===== config.mk =====
export PLATFORM = sky130hd
export DESIGN_NAME = bit_8_alu_mux
export DESIGN_NICKNAME = d
export VERILOG_FILES = /design/src/rtl/bit_8_alu_mux.sv
export SDC_FILE = /design/constraint.sdc
export NUM_CORES = 1
export LEC_CHECK = 0
export BUFFER_PORTS_ARGS = -buffer_cell sky130_fd_sc_hd__buf_2
export CAP_MARGIN = 20
export CORE_MARGIN = 5
export CORE_UTILIZATION = 39
export DETAILED_ROUTE_END_ITERATION = 7
export PLACE_DENSITY = 0.78
export SLEW_MARGIN = 20
export SYNTH_ARGS = -nofsm -noshare
export SYNTH_HDL_FRONTEND = slang
export SYNTH_SLANG_ARGS = --single-unit

===== constraint.sdc =====
create_clock -name clk -period 3.2 [get_ports clk]
set_input_delay 0.8 -clock clk [delete_from_list [all_inputs] [get_ports clk]]
set_output_delay 0.8 -clock clk [all_outputs]
set_load 0.01 [all_outputs]

===== src/rtl/bit_8_alu_mux.sv =====
// 8-bit ALU with PC-path 2:1 and address-path 4:1 selectors for the CPU datapath.
// Only the zero/negative/carry status flags are registered.
module bit_8_alu_mux (
  input  logic       clk,
  input  logic       rst,
  input  logic [7:0] alu_a,
  input  logic [7:0] alu_b,
  input  logic [1:0] aluop,
  output logic [7:0] alu_out,
  input  logic       flag_en,
  output logic       zero,
  output logic       negative,
  output logic       carry,
  input  logic [7:0] m2_in0,
  input  logic [7:0] m2_in1,
  input  logic       m2_sel,
  output logic [7:0] m2_out,
  input  logic [7:0] m4_in0,
  input  logic [7:0] m4_in1,
  input  logic [7:0] m4_in2,
  input  logic [7:0] m4_in3,
  input  logic [1:0] m4_sel,
  output logic [7:0] m4_out
);

  localparam logic [1:0] OP_ADD = 2'b00;
  localparam logic [1:0] OP_SUB = 2'b01;
  localparam logic [1:0] OP_AND = 2'b10;
  localparam logic [1:0] OP_OR  = 2'b11;

  // Nine-bit sum so the carry-out (or no-borrow for subtraction) falls out of bit 8.
  function automatic logic [8:0] add_carry(input logic [7:0] a, input logic [7:0] b,
                                           input logic cin);
    return {1'b0, a} + {1'b0, b} + {8'd0, cin};
  endfunction

  logic [8:0] result;

  always_comb begin
    result = 9'd0;
    case (aluop)
      OP_ADD:  result = add_carry(alu_a, alu_b, 1'b0);
      OP_SUB:  result = add_carry(alu_a, ~alu_b, 1'b1);
      OP_AND:  result = {1'b0, alu_a & alu_b};
      OP_OR:   result = {1'b0, alu_a | alu_b};
      default: result = 9'd0;
    endcase
  end

  assign alu_out = result[7:0];

  always_comb begin
    m2_out = m2_sel ? m2_in1 : m2_in0;
  end

  always_comb begin
    m4_out = m4_in0;
    case (m4_sel)
      2'b00:   m4_out = m4_in0;
      2'b01:   m4_out = m4_in1;
      2'b10:   m4_out = m4_in2;
      2'b11:   m4_out = m4_in3;
      default: m4_out = m4_in0;
    endcase
  end

  // Flag register stage: captures the result present at the edge.
  always_ff @(posedge clk) begin
    if (rst) begin
      zero     <= 1'b0;
      negative <= 1'b0;
      carry    <= 1'b0;
    end else if (flag_en) begin
      zero     <= (result[7:0] == 8'd0);
      negative <= result[7];
      carry    <= result[8];
    end
  end

endmodule


==> impl_metrics.json, run 1 <==
{
  "cts_buffers": 3,
  "outcome": "complete, but fails checks",
  "min_period_ns": 3.27,
  "startpoint": "alu_b[0]",
  "root_buffer": "clkbuf_8",
  "h-tree-depth": 1,
  "top_layer": "met4",
  "grt_usage_pct": 18.6,
  "grt_pass1_wl_mm": 7.88,
  "hold_slack_ns": 0.465,
  "area_delta_synth_final_pct": 65.1,
  "core_area_um2": 3690,
  "skew_ns": 0,
  "synthTopCellsByCount": "inv_1 (29), ha_1 (24), nor2_1 (13), a21oi_1 (12)",
  "worstReg2RegStart": "carry",
  "drc": 0,
  "clock.fmax_ghz": 0.306,
  "worstSetupStartpointType": "input port",
  "end_kind": "output pin",
  "synth.top_cells.by_area": "ha_1 (20%), mux4_2 (14%), inv_1 (7.3%)",
  "syn-mean-instance-area_um2": 8.11,
  "die_h_um": 71.9,
  "start_util_pct": 40.5,
  "synthDominantAreaCellType": "ha_1",
  "drt_iter0_drc": 62,
  "clock_path_buffers": 2,
  "gp_congestion": 0.851,
  "pin_count": 99,
  "num_vias": 1769,
  "synth_edf_count": 0,
  "avgRoutedWirePerCell_um": 14.8,
  "dp_slack_ns": -0.191,
  "final_cell_count_no_fill": 350,
  "synth.net_count": 282,
  "first_global_vias": 1725,
  "met2WireLength_mm": 2.69,
  "hold_start": "zero",
  "final_max_slew_viol_count": 0,
  "die_w_um": 71.9,
  "rows": 22,
  "ys_warn_count": 0,
  "finalHoldViolCount": 0,
  "violations": "negative setup slack",
  "synthDistinctLibCells": 45,
  "cp.arrival_ns": 2.47,
  "worst_ep_required_time_ns": 2.40,
  "peakVddDrop_v": 0.000113,
  "synth_area_um2": 1490,
  "io_buffers": 98,
  "met3_length_um": 515,
  "critical_path_class": "input port to output pin",
  "path_clk_slew_ns": 0.03,
  "yosysTopAreaCellShare_pct": 20.1,
  "place_area_um2": 2160,
  "viasPerCell": 5.05,
  "firstDrtPassIters": 4,
  "n_antenna_cell": 0,
  "grt_setup_unrepaired": "yes",
  "yosysMostFrequentCell": "inv_1",
  "fin_tns_setup_ns": -0.0798,
  "drv_cap": 0,
  "async_flop_share_pct": 0,
  "cts_num_sinks": 3,
  "hold_class": "register to register",
  "worst-path-max-fanout": 3,
  "worst_slew_pin_slew_ns": 0.362,
  "ant_nets": 0,
  "drive_gt1_share_pct": 60.9,
  "grt_start_max_net_pins": 23,
  "fill_cells": 292,
  "hold_buffers": 0,
  "fin_ws_ns": -0.0657,
  "synth_flop_cell": "dfxtp_1",
  "antenna_found_initial": 0,
  "dieArea_um2": 5160,
  "hpwlAfterDp_mm": 4.21,
  "syn_inst": 184,
  "m1WireLength_mm": 1.90,
  "power_density_nw_per_um2": 230,
  "clk_latency_ns": 0.21,
  "max_slew_margin_pct": 75.9,
  "dpl.cell_count": 341,
  "gr-total-overflow": 0,
  "cts_tree": "done",
  "nets": 401,
  "synth_seq_cells": 3,
  "routed_wl_mm": 5.17,
  "setup_viol": 2,
  "ys_seq_area_share_pct": 4.02,
  "leakagePower_nw": 1.25,
  "final_area_um2": 2460,
  "timing.final.crit_share_pct": 102
}
==> flip-flops by register name, indices dropped and copies added, names as in the netlist <==
register,cells
carry,1
negative,1
zero,1
==> repair_timing <==
| action | CTS | global route |
|---|---|---|
| pin swaps | 21 | 10 |
| hold endpoints to repair | 0 | 0 |
| endpoints found under the setup margin | 5 | 5 |
| gates resized for setup | 41 | 9 |
| buffers inserted | 3 | 3 |
==> critical path, cell delays in order <==
cell	delay, ns
buf_8	0.08
ha_4	0.13
inv_2	0.04
fa_2	0.34
nand2b_4	0.16
a21oi_4	0.18
a31oi_4	0.10
xnor2_1	0.13
o221ai_1	0.14
o21a_1	0.18
inv_1	0.05
buf_2	0.13
==> cells in the final DEF, fill, tap and decap left out, types with 2 or more instances in the layout <==
cell type / instances
buf_2: 94
dfxtp_1: 3
a22oi_1: 2
mux4_2: 9
inv_2: 3
ha_2: 5
o21bai_1: 2
o22ai_1: 2
o21ai_1: 2
fa_2: 2
nor2_1: 11
ha_1: 14
nand2_1: 5
mux2_2: 9
buf_6: 3
inv_6: 2
a211oi_1: 2
nor2b_1: 2
a21oi_1: 11
a31oi_1: 2
buf_8: 3
o21a_1: 2
xnor2_1: 5
buf_4: 30
ha_4: 5
inv_1: 24
nand2b_1: 4
clkbuf_8: 3
nand2b_4: 3
nor2_2: 2
o221ai_1: 2
o21ai_0: 7
==> where the power goes <==
group          leakage (nW)  internal, mW  switching, mW
logic                  1.20         0.223          0.195
clock network        0.0228        0.0849         0.0236
registers            0.0247        0.0398       0.000915
==> logic make-up after synthesis <==
| family | count (synthesis) | synth area share, % |
|---|---|---|
| xor gates and xnor gates | 7 | 4.11 |
| AOI/OAI and AO/OA | 50 | 22.5 |
| buffers and inverters | 46 | 14.5 |
| adders and majority gates | 26 | 22.8 |
| DFF | 3 | 4.02 |
| and+or+nand+nor | 34 | 11.7 |
| muxes | 18 | 20.4 |
==> path summary, 6_finish.rpt <==
check	to	cells past startpoint	slack, ns
setup / recovery	alu_out[6]	12	-0.07
setup reg to reg	carry	2	2.52
hold reg to reg	zero	1	0.46
hold / removal	zero	1	0.46
==> metrics by stage <==
step	total power, mW	util (%)
after global placement	0.382	58.5
after global routing	0.609	66.8
after CTS	0.540	64.7
after floorplan	0.259	-
final	0.567	66.8
after detailed placement	0.391	58.5
==> per-layer routing <==
metal  GRT usage, %  up-vias
met1           20.8      801
li1               -      878
met3           2.81        8
met4           4.80        0
met2           36.1       82
met5              0        -
==> cell type report <==
cell class / count / area [um2] / area share (%)
Multi-Input combinational cell: 135 / 1400 / 56.8
Timing Repair Buffer: 130 / 774 / 31.4
Inverter: 30 / 125 / 5.08
Sequential cell: 3 / 60.1 / 2.44
Tap cell: 48 / 60.1 / 2.44
Clock buffer: 4 / 45.0 / 1.83
Power figures use the tool's default switching activity.
==> inputs of run 2 (changes only) <==
Settings changed: BUFFER_PORTS_ARGS -buffer_cell sky130_fd_sc_hd__buf_2 to not set, CORE_UTILIZATION 39 to 55, CTS_BUF_LIST set to sky130_fd_sc_hd__clkbuf_8, DONT_BUFFER_PORTS set to 1, PLACE_DENSITY 0.78 to 0.73.
==> impl_metrics.json, run 2 (same netlist as run 1, synthesis figures left out) <==
{
  "outcome": "complete, no violations",
  "drc": 0,
  "cts_buffers": 3,
  "viasPerCell": 6.24,
  "drt_iter0_drc": 75,
  "end_kind": "output pin",
  "hold_buffers": 0,
  "max_slew_margin_pct": 72.1,
  "worstSetupStartpointType": "input port",
  "cts_num_sinks": 3,
  "routed_wl_mm": 3.93,
  "clock_path_buffers": 2,
  "die_h_um": 62.1,
  "ant_nets": 0,
  "final_common_cell": "inv_1",
  "grt_setup_unrepaired": "yes",
  "multi_input_area_um2": 1300,
  "num_vias": 1335,
  "io_buffers": 0,
  "final_cell_mix": "inv_1 (28), ha_1 (21), nor2_1 (13)",
  "grt_usage_pct": 19.3,
  "slowest_delay_ns": 0.37,
  "leakagePower_nw": 0.741,
  "drv_cap": 0,
  "gp_congestion": 0.849,
  "h-tree-depth": 1,
  "timing.final.crit_share_pct": 97.6,
  "first_global_vias": 1274,
  "avgRoutedWirePerCell_um": 18.4,
  "fin_tns_setup_ns": 0,
  "top_regs": "carry: 1 flops, negative: 1 flops, zero: 1 flops",
  "seq_area_um2": 60.1,
  "min_period_ns": 3.12,
  "drive_gt1_share_pct": 27.2,
  "fin_util_pct": 64.9,
  "hold_slack_ns": 0.529,
  "top_layer": "met4",
  "gr-total-overflow": 0,
  "antenna_found_initial": 0,
  "clock.fmax_ghz": 0.320,
  "clk_latency_ns": 0.22,
  "worstPathCellList": "clkinvlp_4, buf_4, ha_1, o311a_1, o31ai_2, xnor2_1, a31oi_1, buf_4",
  "cts_tree": "done",
  "final_area_um2": 1650,
  "fill_cells": 223,
  "dieArea_um2": 3860,
  "critical_path_class": "input port to output pin",
  "n_antenna_cell": 0,
  "hpwlAfterDp_mm": 3.33,
  "worst_slew_pin_slew_ns": 0.418,
  "power_density_nw_per_um2": 251,
  "setup_viol": 0,
  "nets": 283,
  "total_power_uw": 416,
  "grt_pass1_wl_mm": 5.60,
  "firstDrtPassIters": 5,
  "hold_class": "register to register",
  "met2WireLength_mm": 2.05,
  "root_buffer": "clkbuf_8",
  "worst-path-max-fanout": 3,
  "start_util_pct": 58.7,
  "pin_count": 99,
  "area_delta_synth_final_pct": 10.7,
  "rows": 18,
  "core_area_um2": 2540,
  "die_w_um": 62.1,
  "place_area_um2": 1520,
  "met3_length_um": 403,
  "peakVddDrop_v": 0.000330,
  "worst_ep_required_time_ns": 2.40,
  "finalHoldViolCount": 0,
  "skew_ns": 0,
  "final_max_slew_viol_count": 0,
  "m1WireLength_mm": 1.44,
  "grt_start_max_net_pins": 23,
  "slowest_stage": "o311a_1",
  "cp.arrival_ns": 2.32,
  "path_clk_slew_ns": 0.03,
  "worst_path_most_repeated_cell": "buf_4"
}
run 2: cell count changes in the layout (fill, tap and decap cells not counted), moves of 2 or more:
cell	delta
nor2_1	+2
inv_1	+4
nand2b_4	-2
nand2b_1	+2
ha_4	-3
buf_8	-3
buf_2	-94
ha_2	-4
buf_6	-3
inv_2	-2
inv_6	-2
nor2_2	-2
buf_4	-18
ha_1	+7
run 2: worst max-delay path, delay by kind of cell:
kind | cells | cell delay [ns]
XOR/XNOR | 1 | 0.09
adder cells (fa/ha/maj) | 1 | 0.19
AO/OA/AOI/OAI | 3 | 0.79
buffers and inverters | 3 | 0.45
run 2: per-layer routing:
metal,global-route usage [%],vias up
li1,-,642
met2,36.4,80
met3,3.10,6
met4,6.67,0
met5,0,-
met1,21.5,607
run 2: report_power, final:
part	internal, mW	switching, mW
clock	0.0819	0.0280
combinational	0.128	0.135
sequential	0.0398	0.00255
total	0.250	0.166
run 2: final cells by class:
class,count,share of cell area [%]
Timing Repair Buffer,12,5.45
Multi-Input combinational cell,135,78.7
Tap cell,30,2.27
Inverter,30,7.19
Clock buffer,3,2.50
Sequential cell,3,3.63
Clock inverter,1,0.227
run 2: path summary, 6_finish.rpt:
path	from	to	slack, ns	depth (start not counted)
worst min-delay path	carry	carry	0.53	2
worst min register to register	carry	carry	0.53	2
worst max register to register	negative	negative	2.44	2
worst max-delay path	alu_b[1]	alu_out[5]	0.08	8
run 2: per-stage QoR:
stage | setup slack [ns] | cells
5_1_grt | -0.0230 | 214
2_1_floorplan | -0.0258 | 184
3_5_place_dp | -0.0339 | 208
4_1_cts | 0.0281 | 213
6_report | 0.0772 | 214
3_3_place_gp | -0.00200 | 208
run 2: what timing repair did:
item                       in CTS  in global routing
cloned                          0                  0
pin swaps                       0                  6
setup endpoints to repair       3                  4
buffers inserted                1                  1
gates resized for setup         4                 10
